**src/rtl/reshape_pkg.sv**
```systemverilog
// Shared constants and FSM state type for the reshape frame scheduler.
package reshape_pkg;
    localparam int ADDR_W       = 20;
    localparam int FRAME_PIXELS = 76800;
    localparam int BANK_BASE    = FRAME_PIXELS;

    typedef enum logic [2:0] {
        ST_IDLE,
        ST_START,
        ST_RUN,
        ST_DONE,
        ST_ERR
    } state_e;
endpackage

```
**src/rtl/rs_addr_xlate.sv**
```systemverilog
// Frame-relative to absolute RAM address: adds the bank base when bank 1 is selected.
module rs_addr_xlate #(
    parameter int ADDR_W = reshape_pkg::ADDR_W,
    parameter int BASE   = reshape_pkg::BANK_BASE
) (
    input  logic              bank,
    input  logic [ADDR_W-1:0] addr_in,
    output logic [ADDR_W-1:0] addr_out
);
    localparam logic [ADDR_W-1:0] BASE_L = ADDR_W'(BASE);

    always_comb begin
        addr_out = addr_in + (bank ? BASE_L : '0);
    end
endmodule

```
**src/rtl/reshape_scheduler.sv**
```systemverilog
// Hands capture frames to FlowReshaper, ping-pongs destination banks,
// translates reshaper addresses and polices strobes outside an active frame.
//
//   state    | meaning
//   ---------+---------------------------------------------------------
//   ST_IDLE  | waiting for a source frame, frm_ready high
//   ST_START | one-cycle rs_ena pulse, counters loaded
//   ST_RUN   | reshaper owns the RAM ports, counting writes and cycles
//   ST_DONE  | one-cycle done pulse, destination bank flips on exit
//   ST_ERR   | timed out, held until err_clr
module reshape_scheduler #(
    parameter int ADDR_W       = reshape_pkg::ADDR_W,
    parameter int FRAME_PIXELS = reshape_pkg::FRAME_PIXELS,
    parameter int TIMEOUT_CYC  = 400000
) (
    input  logic              clk,
    input  logic              rstn,
    input  logic              frm_valid,
    input  logic              frm_bank,
    output logic              frm_ready,
    output logic              rs_ena,
    input  logic              rs_rd_en,
    input  logic [ADDR_W-1:0] rs_rd_addr,
    input  logic              rs_wr_en,
    input  logic [ADDR_W-1:0] rs_wr_addr,
    output logic              mem_rd_en,
    output logic [ADDR_W-1:0] mem_rd_addr,
    output logic              mem_wr_en,
    output logic [ADDR_W-1:0] mem_wr_addr,
    output logic              busy,
    output logic              done,
    output logic              done_bank,
    output logic [15:0]       frame_cnt,
    output logic              err_timeout,
    output logic              err_spur,
    input  logic              err_clr
);
    import reshape_pkg::*;

    localparam int            TO_W    = $clog2(TIMEOUT_CYC + 1);
    localparam logic [TO_W-1:0] TO_LOAD = TO_W'(TIMEOUT_CYC - 1);
    localparam logic [16:0]   WR_LAST = 17'(FRAME_PIXELS - 1);

    state_e          state_q, state_d;
    logic            src_bank_q, src_bank_d;
    logic            dst_bank_q, dst_bank_d;
    logic [16:0]     wr_cnt_q, wr_cnt_d;
    logic [TO_W-1:0] to_cnt_q, to_cnt_d;
    logic [15:0]     frame_cnt_q, frame_cnt_d;
    logic            err_timeout_q, err_timeout_d;
    logic            err_spur_q, err_spur_d;
    logic            in_run;
    logic            last_wr;

    assign in_run  = (state_q == ST_RUN);
    assign last_wr = rs_wr_en && (wr_cnt_q == WR_LAST);

    always_comb begin
        state_d       = state_q;
        src_bank_d    = src_bank_q;
        dst_bank_d    = dst_bank_q;
        wr_cnt_d      = wr_cnt_q;
        to_cnt_d      = to_cnt_q;
        frame_cnt_d   = frame_cnt_q;
        err_timeout_d = err_timeout_q;
        err_spur_d    = err_spur_q;

        if (err_clr) begin
            err_timeout_d = 1'b0;
            err_spur_d    = 1'b0;
        end

        case (state_q)
            ST_IDLE: begin
                if (frm_valid) begin
                    src_bank_d = frm_bank;
                    state_d    = ST_START;
                end
            end
            ST_START: begin
                wr_cnt_d = '0;
                to_cnt_d = TO_LOAD;
                state_d  = ST_RUN;
            end
            ST_RUN: begin
                if (to_cnt_q != '0) to_cnt_d = to_cnt_q - TO_W'(1);
                if (rs_wr_en) wr_cnt_d = wr_cnt_q + 17'd1;
                // The final write wins over a timeout landing in the same cycle.
                if (last_wr) begin
                    state_d     = ST_DONE;
                    frame_cnt_d = frame_cnt_q + 16'd1;
                end else if (to_cnt_q == '0) begin
                    state_d       = ST_ERR;
                    err_timeout_d = 1'b1;
                end
            end
            ST_DONE: begin
                dst_bank_d = ~dst_bank_q;
                state_d    = ST_IDLE;
            end
            ST_ERR: begin
                if (err_clr) state_d = ST_IDLE;
            end
            default: state_d = ST_IDLE;
        endcase

        if (!in_run && (rs_rd_en || rs_wr_en)) err_spur_d = 1'b1;
    end

    always_ff @(posedge clk) begin
        if (!rstn) begin
            state_q       <= ST_IDLE;
            src_bank_q    <= 1'b0;
            dst_bank_q    <= 1'b0;
            wr_cnt_q      <= '0;
            to_cnt_q      <= '0;
            frame_cnt_q   <= '0;
            err_timeout_q <= 1'b0;
            err_spur_q    <= 1'b0;
        end else begin
            state_q       <= state_d;
            src_bank_q    <= src_bank_d;
            dst_bank_q    <= dst_bank_d;
            wr_cnt_q      <= wr_cnt_d;
            to_cnt_q      <= to_cnt_d;
            frame_cnt_q   <= frame_cnt_d;
            err_timeout_q <= err_timeout_d;
            err_spur_q    <= err_spur_d;
        end
    end

    rs_addr_xlate #(
        .ADDR_W (ADDR_W),
        .BASE   (FRAME_PIXELS)
    ) u_rd_xlate (
        .bank     (src_bank_q),
        .addr_in  (rs_rd_addr),
        .addr_out (mem_rd_addr)
    );

    rs_addr_xlate #(
        .ADDR_W (ADDR_W),
        .BASE   (FRAME_PIXELS)
    ) u_wr_xlate (
        .bank     (dst_bank_q),
        .addr_in  (rs_wr_addr),
        .addr_out (mem_wr_addr)
    );

    assign frm_ready   = (state_q == ST_IDLE);
    assign rs_ena      = (state_q == ST_START);
    assign busy        = (state_q != ST_IDLE);
    assign done        = (state_q == ST_DONE);
    assign done_bank   = done && dst_bank_q;
    assign mem_rd_en   = in_run && rs_rd_en;
    assign mem_wr_en   = in_run && rs_wr_en;
    assign frame_cnt   = frame_cnt_q;
    assign err_timeout = err_timeout_q;
    assign err_spur    = err_spur_q;
endmodule

```
**config.mk**
```make
export PLATFORM = sky130hd
export DESIGN_NAME = reshape_scheduler
export DESIGN_NICKNAME = d
export VERILOG_FILES = /design/src/rtl/reshape_pkg.sv /design/src/rtl/rs_addr_xlate.sv /design/src/rtl/reshape_scheduler.sv
export SDC_FILE = /design/constraint.sdc
export NUM_CORES = 1
export LEC_CHECK = 0
export ABC_AREA = 1
export BUFFER_PORTS_ARGS = -buffer_cell sky130_fd_sc_hd__buf_2
export CAP_MARGIN = 20
export CORE_ASPECT_RATIO = 0.75
export CORE_MARGIN = 1
export CORE_UTILIZATION = 54
export CTS_CLUSTER_SIZE = 14
export DETAILED_ROUTE_END_ITERATION = 12
export PLACE_DENSITY = 0.82
export SYNTH_ARGS = -nofsm -noshare
export SYNTH_HDL_FRONTEND = slang
export SYNTH_HIERARCHICAL = 1
export SYNTH_SLANG_ARGS = --single-unit
```
**constraint.sdc**
```tcl
create_clock -name clk -period 2.5 [get_ports clk]
set_input_delay 0.5 -clock clk [delete_from_list [all_inputs] [get_ports clk]]
set_output_delay 0.5 -clock clk [all_outputs]
set_load 0.1 [all_outputs]
```
# After elaboration in Yosys (flattened, before gate mapping)

Index checks and enable logic that the tools add are counted.
Widths: inputs -> output; s select.

Input port bits: 47
Output and inout port bits: 65
Register bits: 59
Logic and storage cells: 59

$add $sub $neg: 5
Bitwise operators: 1
Equality and inequality tests: 10
Reduce and logical (&&, ||, !) cells: 18
Multiplexer cells: 17

Operators by type and width:

| operator              | number |
|---|---|
| $mux 17               | 3 |
| $add 20x20->20        | 2 |
| $pmux 19 s2           | 1 |
| $pmux 17 s2           | 1 |
| $logic_not 19->1      | 1 |
| $mux 19               | 1 |
| $reduce_bool 19->1    | 1 |
| $sub 19x1->19 const B | 1 |
| $add 17x1->17 const B | 1 |
| $eq 17x17->1 const B  | 1 |
| $add 16x1->16 const B | 1 |
| $mux 3                | 4 |
| $pmux 3 s4            | 1 |
| $reduce_and 2->1      | 4 |
| $eq 3x2->1 const B    | 2 |
| $mux 1                | 6 |
| $ne 2x2->1 const B    | 3 |
| $logic_and 1x1->1     | 5 |
| $reduce_bool 2->1     | 2 |
| $eq 3x1->1 const B    | 1 |
| $eq 3x3->1 const B    | 1 |
| $logic_not 3->1       | 1 |
| $ne 3x1->1 const B    | 1 |
| $reduce_and 3->1      | 1 |
| 5 further kinds       | 5 |

# Logic depth before layout (Yosys ltp)

Gate-level depths: netlist (run 1).

Depth in word-level cells: 4
Mapped depth: 12
Mapped depth without buffers: 11

# Cells and area by module

Netlist (run 1), hierarchy kept.

By module, submodules not included:

| module            | cells an instance | seq. area each (um^2) | times used | area each (um^2) |
|---|---|---|---|---|
| reshape_scheduler | 536               | 1181.1                | 1          | 3458.3 |
| rs_addr_xlate     | 59                | 0.0                   | 2          | 377.9 |

# Worst setup path after synthesis (run 1)

No wires, ideal clock.

Path kind: flip-flop to flip-flop
Start point: register state_q[2]
End point: register state_q[0]
Data required time: 2369 ps
Clock period less this slack: 4592 ps
Cell stages (with the launch flop): 6
Data arrival time: 4461 ps
Path slack: -2092 ps
Buffers on the path: 0
Library setup time: 131 ps
Cells stage by stage: dfxtp_1 > nor3_1 > inv_1 > o21ai_0 > nand3b_1 > nor2_1

Cells in the longest elaborated chain, start to end: 3
Elaborated cells between the ends (all ways): 9
Those cells by class: eq/ne: 6; mux: 1; reduce/logical: 2

Ends and longest elaborated chain:

| item                              | RTL line                 | RTL |
|---|---|---|
| start: declaration                | reshape_scheduler.sv:44  | `state_e state_q, state_d;` |
| start signal: assignment          | reshape_scheduler.sv:121 | `state_q <= state_d;` |
| $logic_not 3->1 (*)               | --                       |  |
| via frm_ready                     | reshape_scheduler.sv:20  | `output logic frm_ready,` |
| $ne 2x2->1 (no source line)       | --                       |  |
| $reduce_and 3->1 (no source line) | --                       |  |

The timed path passes the listed nets; every way through them passes the cells marked *.
A chain may end at the register's enable or synchronous reset.

# Final worst setup path (run 1)

Start point: register src_bank_q
End point: output port mem_rd_addr[14]

Cells in the longest elaborated chain, start to end: 2

Ends and longest elaborated chain:

| item                     | RTL line                 | RTL |
|---|---|---|
| start: declaration       | reshape_scheduler.sv:45  | `logic src_bank_q, src_bank_d;` |
| start signal: assignment | reshape_scheduler.sv:122 | `src_bank_q <= src_bank_d;` |
| $mux 17                  | rs_addr_xlate.sv:13      | `addr_out = addr_in + (bank ? BASE_L : '0);` |
| $add 20x20->20           | rs_addr_xlate.sv:13      |  |
| end: declaration         | reshape_scheduler.sv:27  | `output logic [ADDR_W-1:0] mem_rd_addr,` |

No other way between the ends.

==> flow_summary.toml, run 1 <==
[run_status]
status = "finished clean"

[timing]
post-route-period-util_pct = 98.5
fin_ws_ns = 0.0366
finalClockSkew_ns = 0.00570
slew_headroom_pct = 62.1
slew_violations = 0
tightest_slew_ns = 0.564
setup_viol = 0
rsz0062_at_grt = "yes"
hold_violations = 0
fmax_mhz = 406
period_needed_ns = 2.46

[detailed_routing]
via_per_inst = 5.47
vias = 4458
post-route-drc-count = 0
routed-wl-met2_um = 5280
routed_wl_um = 10700
ant_nets = 0
wire_per_inst_um = 13.2
dr_wl_met3_um = 794
wl_met1_um = 4540
drtIter0Drc = 290
highest_layer = "met4"
firstDrtPassIters = 5

[global_routing]
overflow = 0
grt_pass1_wl_um = 18000
antenna_found_initial = 0
track_usage_pct = 26.7
grt_max_degree = 41
grt_pass1_vias = 4103

[clock_network]
ctsHoldBuffers = 0
root_buffer = "clkbuf_8"
clk_path_buf_depth = 2
clock_latency_ns = 0.33
cts_made_buffers = 9
clk_pin_slew_ns = 0.06
cts_tree = "done"
htreeDepth = 3
cts_sinks = 59

[cells_and_area]
antenna-diode-count = 0
drive_above_1_share_pct = 23.8
fill_cells = 621
nets = 772
fin_area_um2 = 5280
area_delta_synth_final_pct = 25.2

[synth]
synth-seq-area-share_pct = 28.0
yosys_warnings = 6
syn_avg_cell_area_um2 = 6.44
synth_nets = 714
syn-cell-area_um2 = 4210
ys_ff_latch = 59
yosysUniqueCellTypes = 39
synthesis.instances = 654

[setup_path]
path_cells = "ha_4, inv_2, fa_2, o21bai_4, buf_4, xor2_4, buf_12"
cp_slowest_cell = "fa_2"
path_buf_inv = 3
worstPathArrival_ns = 1.96
critical-path-top-delay-family = "adder cells"
worstPathRequired_ns = 2.00
crit_path_max_fanout = 3
start_kind = "flop"
worstSetupEndpointType = "primary output"
critPathMaxStageDelay_ns = 0.38
criticalPathCategory = "flop to primary output"

[floorplan]
io_pins = 112
rows = 27
coreArea_um2 = 7430
die_w_um = 104
die_h_um = 78.5
dieArea_um2 = 8160
initial_utilization_pct = 56.7

[place]
dp_hpwl_um = 8040
io_buffer_count = 71
dp_slack_ns = 0.00901
placed_cell_area_um2 = 5000
gp_congestion = 0.896

[flow_run]
cap_violations = 0

[power]
vdd_drop_max_uv = 597
p_leak_nw = 2.21
power_density_nw_per_um2 = 938

[worst_hold_path]
worstHoldPathType = "input pin to flop"
==> cell type report <==
class	instances	area (um^2)	area share, %
multi-input combinational	494	2850	54.0
sequential	59	1190	22.5
timing repair buffer	81	704	13.4
inverter	67	258	4.88
clock buffer	13	149	2.82
tap	101	126	2.40
==> sequential cells by signal (all words and copies together), names as in the netlist <==
signal,count
to_cnt_q,19
state_q,3
dst_bank_q,1
err_timeout,1
src_bank_q,1
wr_cnt_q,17
frame_cnt,16
err_spur,1
==> path summary, 6_finish.rpt <==
check                                 start         endpoint  slack (ns)  cells past startpoint
worst min-delay path               frm_bank       src_bank_q        0.44                      3
worst min register to register  err_timeout      err_timeout        0.47                      2
worst max-delay path             src_bank_q  mem_rd_addr[14]        0.04                      7
worst max register to register  to_cnt_q[0]     to_cnt_q[11]        0.35                     10
==> logic make-up (layout without fill, tap and decap cells) <==
group / after synthesis / in the layout / synth area share (%)
xor gates and xnor gates: 26 / 26 / 5.40
AOI/OAI and AO/OA: 67 / 67 / 9.59
DFF: 59 / 59 / 28.0
adders and majority gates: 13 / 13 / 4.22
buffers and inverters: 101 / 161 / 11.5
and+or+nand+nor: 388 / 388 / 41.2
==> synth_stat cells <==
| cell type | count | area, um^2 |
|---|---|---|
| buf_6 | 2 | 22.5 |
| fa_1 | 2 | 40.0 |
| nor3_1 | 14 | 70.1 |
| buf_4 | 22 | 165 |
| xnor2_1 | 10 | 87.6 |
| clkinv_4 | 1 | 8.76 |
| xor2_1 | 16 | 140 |
| nor2_4 | 1 | 11.3 |
| and3_1 | 2 | 12.5 |
| nand2_1 | 174 | 653 |
| and2_1 | 1 | 6.26 |
| a31oi_1 | 1 | 6.26 |
| buf_2 | 3 | 15.0 |
| nor2_8 | 1 | 20.0 |
| nand3_1 | 56 | 280 |
| nor2_1 | 91 | 342 |
| clkinv_1 | 1 | 3.75 |
| clkbuf_1 | 6 | 22.5 |
| a211oi_1 | 1 | 7.51 |
| nand3_2 | 2 | 20.0 |
| dfxtp_1 | 59 | 1180 |
| a31o_2 | 1 | 8.76 |
| nor2_2 | 5 | 31.3 |
| buf_1 | 1 | 3.75 |
| nor3b_1 | 1 | 7.51 |
| nand3b_1 | 2 | 15.0 |
| o21ai_0 | 8 | 40.0 |
| inv_2 | 5 | 18.8 |
| clkinv_2 | 1 | 5.00 |
| inv_1 | 59 | 221 |
| nand2_4 | 2 | 22.5 |
| ha_1 | 11 | 138 |
| nand2_2 | 10 | 62.6 |
| a21oi_1 | 37 | 185 |
| a21oi_2 | 9 | 78.8 |
| o21bai_4 | 2 | 37.5 |
| nand4_1 | 24 | 150 |
| o21ai_1 | 8 | 40.0 |
| nor3_4 | 2 | 32.5 |
==> per-layer routing <==
layer	vias to the layer above	global-route usage, %
li1	2205	-
met1	2048	32.4
met2	183	46.6
met3	22	6.15
met4	0	9.71
met5	-	0
==> cell usage in the layout (no fill, tap or decap), types with 7 or more instances in the layout <==
cell type  count
a21oi_1       37
buf_12        18
buf_2         53
inv_2          7
nand2_2       14
nand3_1       53
buf_4          9
o21ai_1        8
inv_1         57
nor2_1        90
clkbuf_8      10
xor2_1        10
nand2_1      168
dfxtp_1       57
nor3_1        12
a21oi_2        9
o21ai_0        8
nand4_1       24
==> timing repair <==
| item | CTS | global route |
|---|---|---|
| endpoints found under the setup margin | 7 | 9 |
| gates resized for setup | 8 | 16 |
| pin swaps | 4 | 10 |
| setup buffers | 1 | 2 |
| hold endpoints to repair | 0 | 0 |
==> power by group <==
part / switching, mW / internal (mW) / total [mW]
Sequential: 0.150 / 1.06 / 1.21
Clock: 0.335 / 0.371 / 0.707
Combinational: 2.13 / 0.904 / 3.03
==> stage by stage <==
step	std cells	total power, mW	util (%)	setup TNS [ns]	hold slack (ns)
2_1_floorplan	654	3.72	-	-1.03	0.449
3_3_place_gp	800	4.11	67.2	0	0.453
3_5_place_dp	800	4.19	67.2	0	0.456
4_1_cts	814	4.91	69.8	0	0.430
5_1_grt	815	5.27	71.0	-0.139	0.452
6_report	815	4.95	71.0	0	0.444
==> worst reg2reg max path, stage by stage (launching register included) <==
cell and delay, ns:
dfxtp_1 0.34, clkinv_1 0.25, ha_1 0.43, nand2_4 0.17
nor2_8 0.07, nand3_2 0.11, nand2_2 0.09, nand2_4 0.20
clkinv_4 0.19, nand2_1 0.11, a21oi_2 0.05
(Power assumes the default switching activity.)
==> run 2: changes to the inputs <==
RECOVER_POWER = 100   (was default)
==> flow_summary.toml, run 2 (synthesized netlist as in run 1, its figures left out) <==
[run_status]
status = "finished clean"

[power]
power_density_nw_per_um2 = 944
p_leak_nw = 2.09
vdd_drop_max_uv = 579
power_mw = 4.82

[setup_path]
cp_slowest_cell = "fa_2"
rr_startpoint = "to_cnt_q[0]"
rr_worst_depth = 10
start_kind = "flop"
criticalPathCategory = "flop to primary output"
worstPathRequired_ns = 2.00
worstPathArrival_ns = 1.96
path_cells = "ha_4, inv_2, fa_2, o21bai_4, buf_4, xor2_4, buf_12"
r2r-end = "to_cnt_q[18]"
critPathMaxStageDelay_ns = 0.38
endpoint = "mem_rd_addr[14]"
worstSetupEndpointType = "primary output"
cp-startpoint = "src_bank_q"
crit_path_max_fanout = 3
r2r_slack_ns = 0.21

[floorplan]
dieArea_um2 = 8160
initial_utilization_pct = 56.7
die_h_um = 78.5
coreArea_um2 = 7430
io_pins = 112
die_w_um = 104
rows = 27

[detailed_routing]
post-route-drc-count = 0
ant_nets = 0
via_per_inst = 5.48
firstDrtPassIters = 5
wire_per_inst_um = 13.1
vias = 4464
routed_wl_um = 10700
drtIter0Drc = 258

[timing]
rsz0062_at_grt = "yes"
setup_viol = 0
slew_headroom_pct = 20.5
period_needed_ns = 2.46
tightest_slew_ns = 1.20
finalClockSkew_ns = 0.00634
fin_tns_setup_ns = 0
hold_violations = 0
fmax_mhz = 407
post-route-period-util_pct = 98.4
slew_violations = 0

[cells_and_area]
largest_reg_flops = 19
largest_register = "to_cnt_q"
mostFrequentLayoutCells = "nand2_1 (171), nor2_1 (91), inv_1 (58)"
nets = 772
drive_above_1_share_pct = 19.2
final_common_cell = "nand2_1"
antenna-diode-count = 0
area_delta_synth_final_pct = 21.3

[clock_network]
root_buffer = "clkbuf_8"
cts_made_buffers = 9
cts_tree = "done"
clock_latency_ns = 0.33
cts_sinks = 59
ctsHoldBuffers = 0
clk_path_buf_depth = 2
htreeDepth = 3
clk_pin_slew_ns = 0.06

[global_routing]
track_usage_pct = 26.7
overflow = 0
grt_pass1_vias = 4103
grt_pass1_wl_um = 18000
grt_max_degree = 41
antenna_found_initial = 0

[flow_run]
cap_violations = 0

[worst_hold_path]
worstHoldPathType = "input pin to flop"
hold_depth = 3

[place]
gp_congestion = 0.896
dp_hpwl_um = 8040
io_buffer_count = 71
## run 2: changes by cell type in the layout (fill, tap and decap cells not counted), moves of 2 or more
cell and delta:
a21oi_1 +7, clkbuf_2 +8, buf_12 -7, a21oi_2 -7
nand2_1 +3, buf_6 +2, nand2_2 -2, clkbuf_1 +19
buf_2 -24
## run 2: how the worst min path moves through the flow
stage          slack (ns)          end   startpoint
3_3_place_gp         0.45     err_spur     err_spur
5_1_grt              0.45   src_bank_q     frm_bank
3_5_place_dp         0.46  err_timeout  err_timeout
4_1_cts              0.43   src_bank_q     frm_bank
2_1_floorplan        0.45  to_cnt_q[1]  to_cnt_q[1]
6_report             0.44   src_bank_q     frm_bank
## run 2: final cells by class
class	instances	area [um^2]
Clock buffer	13	149
Inverter	67	255
Tap cell	101	126
Timing Repair Buffer	81	599
Multi-Input combinational cell	494	2790
Sequential cell	59	1190
Fill cell	663	2320
## run 2: where the power goes
part | internal, mW | switching (mW) | total (mW)
logic | 0.822 | 2.09 | 2.91
clock network | 0.371 | 0.336 | 0.707
registers | 1.07 | 0.144 | 1.21
total | 2.26 | 2.56 | 4.82
## run 2: worst max-delay path: cells and delay by family (launching register included)
family	cells	cell delay (ns)
AO/OA/AOI/OAI	1	0.19
adder cells (fa/ha/maj)	2	0.51
XOR/XNOR	1	0.17
flip-flops	1	0.37
buffers and inverters	3	0.39
## run 2: timing repair
action / 4_1_cts / 5_1_grt
setup endpoints to repair: 7 / 9
resized for setup: 8 / 16
pin swaps: 4 / 10
buffers inserted: 1 / 2
## run 2: per-stage QoR
step	area [um^2]	util [%]	instances	hold slack [ns]	worst slack, ns
4_1_cts	5190	69.8	814	0.430	0.00129
3_3_place_gp	5000	67.2	800	0.453	0.0426
6_report	5110	68.8	815	0.441	0.0405
2_1_floorplan	4410	-	654	0.449	-0.488
3_5_place_dp	5000	67.2	800	0.456	0.00901
5_1_grt	5110	68.8	815	0.451	-0.0410
## run 2: metal layers
metal	vias to the layer above	GRT usage (%)	wire length [um]
met4	0	9.71	156
met1	2052	32.4	4580
met5	-	0	0
met3	31	6.15	797
met2	173	46.6	5170
li1	2208	-	-
==> run 3: changes to the inputs <==
CORE_MARGIN = 1.5   (was 1)
CORE_UTILIZATION = 53   (was 54)
HOLD_SLACK_MARGIN = 0.02   (was default)
PLACE_DENSITY = 0.81   (was 0.82)
SYNTH_HIERARCHICAL = default   (was 1)
==> flow_summary.toml, run 3 <==
[global_routing]
grt_pass1_wl_um = 17700
track_usage_pct = 26.4
overflow = 0
grt_pass1_vias = 3943
antenna_found_initial = 0
grt_max_degree = 38

[place]
dp_hpwl_um = 7700
dp_slack_ns = -0.281
gp_congestion = 0.997
io_buffer_count = 71
placed_cell_area_um2 = 4940

[timing]
period_needed_ns = 2.64
setup_viol = 6
rsz0062_at_grt = "yes"
tightest_slew_ns = 1.19
fin_ws_ns = -0.141
post-route-period-util_pct = 106
fin_tns_setup_ns = -0.433
hold_violations = 0
fmax_mhz = 379
slew_headroom_pct = 21.3
timing.hold.ws_ns = 0.447
finalClockSkew_ns = 0.0128
slew_violations = 0

[detailed_routing]
firstDrtPassIters = 5
ant_nets = 0
routed_wl_um = 10700
via_per_inst = 5.43
post-route-drc-count = 0
vias = 4291
wire_per_inst_um = 13.6
drtIter0Drc = 249

[clock_network]
htreeDepth = 3
cts_sinks = 59
root_buffer = "clkbuf_8"
clock_latency_ns = 0.34
clk_path_buf_depth = 2
cts_tree = "done"
cts_made_buffers = 9
clk_pin_slew_ns = 0.07

[synth]
synth_xor_area_share_pct = 6.64
synth.most_common_cell = "nand2_1"
yosysUniqueCellTypes = 35
syn_avg_cell_area_um2 = 6.63
synth_top_family_by_area = "simple AND/OR/NAND/NOR gates"
ys.flop_type = "dfxtp_1"
yosys_warnings = 0
synth_area_leaders = "dfxtp_1 (29%), nand2_1 (13%), nand3_1 (7.5%)"
ys_ff_latch = 59
synth_top_area_share_pct = 28.9
synthesis.instances = 617
synthMuxAreaShare_pct = 0
syn-cell-area_um2 = 4090
synth-seq-area-share_pct = 28.9
synth_area_leader_cell = "dfxtp_1"
synth_nets = 677
synth_commonest_cells = "nand2_1 (142), nor2_1 (76), inv_1 (62)"
yosys.area_share.adder_pct = 4.34
synth-edff-count = 0
yosys.area_share.simple_pct = 38.8
async_reset_ff_share_pct = 0
synth_compound_area_share_pct = 9.57

[setup_path]
crit_cells = 9
r2r-end = "to_cnt_q[8]"
worstPathRequired_ns = 2.00
rr_startpoint = "to_cnt_q[0]"
critPathMaxStageDelay_ns = 0.37
criticalPathCategory = "flop to primary output"
endpoint = "mem_wr_addr[14]"
path_buf_inv = 5
worstPathArrival_ns = 2.14
cp_slowest_cell = "dfxtp_4"
path_cells = "ha_4, inv_2, fa_2, o21ai_1, buf_4, buf_4, buf_4, xor2_2, buf_12"
rr_worst_depth = 11
r2r_slack_ns = 0.03
cp-startpoint = "dst_bank_q"
start_kind = "flop"
cpMostUsedCell = "buf_4"
worstSetupEndpointType = "primary output"
critical-path-top-delay-family = "buffers and inverters"
crit_path_max_fanout = 4

[cells_and_area]
largest_reg_flops = 19
drive_above_1_share_pct = 21.8
mostFrequentLayoutCells = "nand2_1 (138), nor2_1 (78), inv_1 (61), nand3_1 (61), dfxtp_1 (57)"
antenna-diode-count = 0
largest_register = "to_cnt_q"
area_delta_synth_final_pct = 28.1
fill_cells = 598
multiInputGateArea_um2 = 2740
nets = 745
final_common_cell = "nand2_1"
fin_area_um2 = 5240
regArea_um2 = 1190

[floorplan]
coreArea_um2 = 7400
io_pins = 112
dieArea_um2 = 8260
initial_utilization_pct = 55.3
die_w_um = 104
die_h_um = 79.1
rows = 27

[run_status]
violations = "negative setup slack"
status = "finished with violations"

[worst_hold_path]
worstHoldPathType = "input pin to flop"
hold_depth = 3

[power]
power_density_nw_per_um2 = 978
power_mw = 5.12
vdd_drop_max_uv = 581
p_leak_nw = 2.10

[flow_run]
cap_violations = 0
## run 3: changes by cell type in the layout (fill, tap and decap cells not counted), moves of 6 or more
cell | previous run | this run
nand2_1 | 171 | 138
nand4_1 | 24 | 16
buf_12 | 11 | 17
o21ai_0 | 9 | 20
buf_4 | 10 | 16
nand3_1 | 54 | 61
nand2_2 | 12 | 6
nor2_1 | 91 | 78
## run 3: layer usage
metal	share of wire, %	vias to the layer above	track usage (%)
met4	1.9	0	8.33
met3	7.5	17	7.31
met5	0	-	0
met1	43	1975	32.0
met2	47	190	45.7
li1	-	2109	-
## run 3: area by class of cell
| cell class | instances | share of cell area (%) |
|---|---|---|
| Clock buffer | 11 | 2.89 |
| Clock inverter | 4 | 0.955 |
| Inverter | 67 | 4.87 |
| Multi-Input combinational cell | 459 | 52.2 |
| Sequential cell | 59 | 22.7 |
| Tap cell | 101 | 2.41 |
| Timing Repair Buffer | 89 | 13.9 |
## run 3: report_power, final
| group | internal [mW] | switching, mW | leakage [nW] |
|---|---|---|---|
| clock network | 0.507 | 0.378 | 0.0974 |
| logic | 0.880 | 2.18 | 1.52 |
| registers | 1.05 | 0.124 | 0.480 |
| total | 2.44 | 2.69 | 2.10 |
## run 3: worst min path at each step
| stage | from | slack, ns | end |
|---|---|---|---|
| after CTS | frm_valid | 0.43 | src_bank_q |
| after floorplan | wr_cnt_q[5] | 0.44 | wr_cnt_q[5] |
| after detailed placement | err_timeout | 0.46 | err_timeout |
| after global placement | err_timeout | 0.45 | err_timeout |
| after global routing | err_clr | 0.47 | err_spur |
| final | frm_valid | 0.45 | src_bank_q |
## run 3: tightest hold or removal path: cells and delay by family
kind | cells | cell delay [ns]
simple gates | 1 | 0.07
compound gates | 1 | 0.06
buf+inv | 1 | 0.11
## run 3: logic make-up after synthesis
logic type | Yosys count
flip-flops | 59
buffers and inverters | 99
XOR/XNOR | 31
AO/OA/AOI/OAI | 75
AND/OR/NAND/NOR | 340
adder cells (fa/ha/maj) | 13
## run 3: timing repair
action	in CTS	in global routing
gates resized for setup	26	10
hold buffers	0	0
buffers inserted	3	3
pin swaps	6	5
endpoints found under the setup margin	10	11
## run 3: per-stage QoR
step / util, % / cells
2_1_floorplan: - / 617
3_3_place_gp: 66.7 / 770
3_5_place_dp: 66.7 / 770
4_1_cts: 71.1 / 788
5_1_grt: 70.8 / 790
6_report: 70.8 / 790
